<file path="src/rtl/fetch_queue_pkg.sv">
// rtl/fetch_queue_pkg.sv - shared CPU constants for the fetch queue and decoder
//
// Purpose: single home for the NOP encoding, the default fetch-queue depth and
//          the helper that sizes occupancy counters.
// Contents: CPU_NOP_INST, FQ_DEFAULT_DEPTH, count_width().
package fetch_queue_pkg;

  // addi x0, x0, 0
  localparam logic [31:0] CPU_NOP_INST     = 32'h0000_0013;
  localparam int          FQ_DEFAULT_DEPTH = 4;

  // An occupancy counter must hold 0..depth inclusive.
  function automatic int count_width(input int depth);
    return $clog2(depth) + 1;
  endfunction

endpackage

</file>
<file path="src/rtl/fq_ram.sv">
// rtl/fq_ram.sv - fetch queue storage, one synchronous write port, one asynchronous read port
//
// Purpose: DEPTH x 64-bit entry array holding {pc, inst}; contents are not reset.
// Ports:
//   clk    - write clock
//   we     - write enable
//   waddr  - write address
//   wdata  - write data {pc, inst}
//   raddr  - read address
//   rdata  - read data, combinational from raddr
module fq_ram #(
  parameter int DEPTH = 4,
  parameter int AW    = $clog2(DEPTH)
) (
  input  logic          clk,
  input  logic          we,
  input  logic [AW-1:0] waddr,
  input  logic [63:0]   wdata,
  input  logic [AW-1:0] raddr,
  output logic [63:0]   rdata
);

  logic [63:0] mem [DEPTH];

  always_ff @(posedge clk) begin
    if (we) begin
      mem[waddr] <= wdata;
    end
  end

  assign rdata = mem[raddr];

endmodule

</file>
<file path="src/rtl/fetch_queue.sv">
// rtl/fetch_queue.sv - instruction fetch queue between fetch and decode
//
// Purpose: FIFO of {pc, inst} pairs with flush, no bypass, NOP presented when empty.
// Optional: define FETCH_QUEUE_STATS_EN to add the flush_drops statistics output.
// Ports:
//   clk         - clock, rising edge
//   rst         - asynchronous active-low reset
//   in_valid    - fetch offers {in_pc, in_inst}
//   in_ready    - queue not full
//   in_pc       - offered PC
//   in_inst     - offered instruction
//   flush       - discard all entries, drop same-cycle transfers
//   out_valid   - head entry valid
//   out_ready   - decode consumes the head
//   out_pc      - head PC (0 when empty)
//   out_inst    - head instruction (NOP_INST when empty)
//   count       - number of valid entries
//   flush_drops - saturating sum of entries discarded by flush (stats build only)
module fetch_queue
  import fetch_queue_pkg::*;
#(
  parameter int          DEPTH    = FQ_DEFAULT_DEPTH,
  parameter logic [31:0] NOP_INST = CPU_NOP_INST,
  localparam int         AW       = $clog2(DEPTH),
  localparam int         CW       = count_width(DEPTH)
) (
  input  logic          clk,
  input  logic          rst,
  input  logic          in_valid,
  output logic          in_ready,
  input  logic [31:0]   in_pc,
  input  logic [31:0]   in_inst,
  input  logic          flush,
  output logic          out_valid,
  input  logic          out_ready,
  output logic [31:0]   out_pc,
  output logic [31:0]   out_inst,
  output logic [CW-1:0] count
`ifdef FETCH_QUEUE_STATS_EN
  ,
  output logic [15:0]   flush_drops
`endif
);

  logic [AW-1:0] wr_ptr;
  logic [AW-1:0] rd_ptr;
  logic [63:0]   head;
  logic          enq;
  logic          deq;

  // Ready/valid come only from the registered count, so neither handshake
  // side sees a combinational path from the other.
  assign in_ready  = (count != CW'(DEPTH));
  assign out_valid = (count != '0);

  assign enq = in_valid && in_ready && !flush;
  assign deq = out_valid && out_ready && !flush;

  fq_ram #(
    .DEPTH (DEPTH),
    .AW    (AW)
  ) u_ram (
    .clk   (clk),
    .we    (enq),
    .waddr (wr_ptr),
    .wdata ({in_pc, in_inst}),
    .raddr (rd_ptr),
    .rdata (head)
  );

  // Stale array contents must never leak out while empty.
  assign out_pc   = out_valid ? head[63:32] : 32'h0;
  assign out_inst = out_valid ? head[31:0]  : NOP_INST;

  // DEPTH is a power of two, so pointer wrap is the natural AW-bit overflow.
  always_ff @(posedge clk or negedge rst) begin
    if (!rst) begin
      wr_ptr <= '0;
      rd_ptr <= '0;
      count  <= '0;
    end else if (flush) begin
      wr_ptr <= '0;
      rd_ptr <= '0;
      count  <= '0;
    end else begin
      if (enq) begin
        wr_ptr <= wr_ptr + AW'(1);
      end
      if (deq) begin
        rd_ptr <= rd_ptr + AW'(1);
      end
      case ({enq, deq})
        2'b10:   count <= count + CW'(1);
        2'b01:   count <= count - CW'(1);
        default: count <= count;
      endcase
    end
  end

`ifdef FETCH_QUEUE_STATS_EN
  logic [16:0] drops_sum;

  assign drops_sum = {1'b0, flush_drops} + 17'(count);

  always_ff @(posedge clk or negedge rst) begin
    if (!rst) begin
      flush_drops <= '0;
    end else if (flush) begin
      flush_drops <= drops_sum[16] ? 16'hFFFF : drops_sum[15:0];
    end
  end
`endif

endmodule

</file>
<file path="config.mk">
export PLATFORM = sky130hd
export DESIGN_NAME = fetch_queue
export DESIGN_NICKNAME = d
export VERILOG_FILES = /design/src/rtl/fetch_queue_pkg.sv /design/src/rtl/fq_ram.sv /design/src/rtl/fetch_queue.sv
export SDC_FILE = /design/constraint.sdc
export NUM_CORES = 1
export LEC_CHECK = 0
export CORE_ASPECT_RATIO = 1.1
export CORE_MARGIN = 1
export CORE_UTILIZATION = 23
export DETAILED_ROUTE_END_ITERATION = 6
export SLEW_MARGIN = 0
export SYNTH_ARGS = -nofsm -noshare
export SYNTH_HDL_FRONTEND = slang
export SYNTH_SLANG_ARGS = --single-unit
</file>
<file path="constraint.sdc">
create_clock -name clk -period 3.2 [get_ports clk]
set_clock_uncertainty 0.1 [all_clocks]
set_input_delay 0.64 -clock clk [delete_from_list [all_inputs] [get_ports clk]]
set_output_delay 0.64 -clock clk [all_outputs]
set_load 0.02 [all_outputs]
</file>
==> reports/qor.txt <==
Placed inst area: 0.01243 mm2
Full die area: 0.04529 mm2
RD Place Congestion: 0.6759
Crit path arrival time: 2400 ps
Most frequent CP cell: buf_12
CP Launch Type: register
Syn Inst Count: 473
Status: complete, no violations
Yosys Warn Count: 0
Max Clock Freq: 318.3 MHz
Clock latency on the worst-skew pair: 550 ps
Yosys reg bits: 263
GR Util All Layers: 9.754%
Die Wd: 203.0 um
RR Startpoint: count[2]
Area delta synth->final: 32.58%
Drt drc: 0
Largest net degree at the start of global routing: 65
Mean routed wirelength per cell: 18.17 um
# fillers: 4283
Count of unique library cells instantiated by Yosys: 34
Fin Hold WS: 284.0 ps
Core Footprint: 0.04364 mm2
CP cell instances: buf_12 > buf_12 > clkbuf_16 > mux4_2 > and2_1 > dlygate4sd2_1
DRT iter0 DRCs: 202
Area contributors post-synth: edfxtp_1, mux4_2, and2_1, dfrtp_1, buf_6
CTS Buffer Depth: 3
Clock Tree Root: clkbuf_16
CTS Buf Count: 29
Port Buf Inserts: 137
Layout cells sized above 1: 22.64%
Post-route cell area: 0.01355 mm2
Pre-CTS setup slack: 314.8 ps
Slew @ Worst Pin: 453.3 ps
H-tree levels: 1
Clock tree from TritonCTS: yes
Min-Delay Path Class: in2async
Routed vias/inst: 4.077
Global-route wire length before repair: 33320 um
MaxCap Viol Count: 0
Synth Net Count: 547
Setup repair after global routing missed its margin: yes
Top Ports: 138
CP Launch Point: rd_ptr[0]
Hold buffer count at CTS: 0
Crit Path Class: reg2out
Async SR Flop Fraction: 2.662%
Vias in the first global route: 5518
Sequential area share after synthesis: 76.92%
Final setup violation count: 0
Row Count: 80
Largest area contributor in the netlist: edfxtp_1
Final Power: 8.619 mW
Via Count: 5060
Ys flop type: edfxtp_1
Worst-path clk slew: 60 ps
Initial antenna violation count: 1
Clock sink count: 263
Setup slack, reg-to-reg: 920 ps
Max VDD drop: 0.4566 mV
WL final: 22550 um
HPWL after DPL: 12430 um
Relative slew slack: 69.78%
Total congestion overflow: 0
First drt pass iteration count: 4
Final worst slack: 58.78 ps
Fin. max-slew vios: 0
Endpoint class of the critical path: output pin
Most common cell in the synthesized netlist: edfxtp_1
Mapped cell area: 0.01022 mm2
Antenna cell count: 0
Antenna-violating nets left: 0
PD cells: 636.0 mW/mm2
Slowest cell on crit path: dfrtp_4
Synth Area per Inst: 21.61 um2
Leak: 4.480 nW
Synth top cells by count: edfxtp_1, and2_1, mux4_2, buf_2
Number of flops mapped to enable cells by yosys: 256
Synth top area share: 75.20%
Setup TNS Final: 0 ps
Final Net Count: 718
Final worst-path cycle share: 98.16%
Final hold violation count: 0
WP data required: 2460 ps
Crit-path max FO: 7
Fin crit period: 3141 ps
Die height: 223.1 um
Largest stage delay on the critical path: 500 ps
Initial Util: 23.42%
==> stage by stage <==
stage                     utilization, %  std cells
final                              31.06       1241
after global routing               31.06       1241
after CTS                          30.65       1233
after detailed placement           28.49       1175
after global placement             28.49       1175
after floorplan                        -        473
==> path summary, 6_finish.rpt <==
| kind | end | depth (start not counted) |
|---|---|---|
| worst max-delay path | out_pc[8] | 6 |
| worst min-delay path | wr_ptr[0] | 1 |
| worst max register to register | count[1] | 6 |
| worst min register to register | wr_ptr[1] | 2 |
| max in group asynchronous | rd_ptr[1] | 1 |
| min in group clk | wr_ptr[1] | 2 |
==> layout make-up <==
class / count / area, um2 / share of cell area (%)
clock buffers: 34 / 744.5 / 5.493
clock inverters: 20 / 181.4 / 1.339
inverters: 4 / 15.01 / 0.1108
multi-input cells: 181 / 2211 / 16.31
flip-flops and latches: 263 / 7870 / 58.07
well taps: 574 / 718.2 / 5.299
repair buffers: 165 / 1813 / 13.38
==> sequential cells by signal, summed over array words and instances (netlist names) <==
signal / flops
u_ram.mem: 256
wr_ptr: 2
rd_ptr: 2
count: 3
==> kinds of logic after synthesis <==
kind of cell	after synthesis	synth area share [%]
adders and majority gates	5	0.6855
muxes	64	14.10
xor gates and xnor gates	4	0.3428
AOI/OAI and AO/OA	14	0.8814
and+or+nand+nor	94	5.459
DFF	263	76.92
buffers and inverters	29	1.615
==> per-layer routing <==
layer | global-route usage, % | routed length (um)
met5 | 0 | 0
met4 | 3.517 | 522
met3 | 2.717 | 1351
met2 | 16.32 | 11230
met1 | 11.98 | 9445
==> report_power, final <==
part | internal [mW] | switching (mW) | total [mW]
Combinational | 0.707 | 0.730 | 1.44
Sequential | 3.91 | 0.0349 | 3.94
Clock | 1.84 | 1.40 | 3.24
==> critical path: cells and delay by family (launching register included) <==
| family | cells | cell delay (ps) |
|---|---|---|
| buffers and inverters | 4 | 770 |
| flip-flops | 1 | 500 |
| multiplexers | 1 | 410 |
| AND/OR/NAND/NOR | 1 | 160 |
==> cell usage in the layout, fill, tap and decap left out, types with 2 or more instances in the layout <==
cell,count
a2111oi_0,2
a21oi_1,4
and2_1,61
and2_4,4
buf_12,12
buf_16,3
buf_4,11
bufinv_16,2
clkbuf_1,5
clkbuf_16,32
clkbuf_2,4
clkdlybuf4s15_1,26
clkdlybuf4s50_1,73
clkinv_1,4
clkinv_2,4
clkinv_4,4
clkinvlp_4,3
dfrtp_1,5
dfrtp_4,2
dlygate4sd2_1,24
dlymetal6s2s_1,8
edfxtp_1,256
ha_1,4
inv_1,3
inv_6,2
mux4_2,64
nand2_1,8
nand2b_1,2
nand3_1,4
nor2_1,6
o21ai_0,2
o22ai_1,2
or2_1,3
xor2_1,3
==> timing repair <==
action,4_1_cts,5_1_grt
setup buffers,3,5
endpoints found under the setup margin,62,26
gates resized for setup,58,43
cloned,1,3
Note: power is estimated with default switching activity, not from simulation.
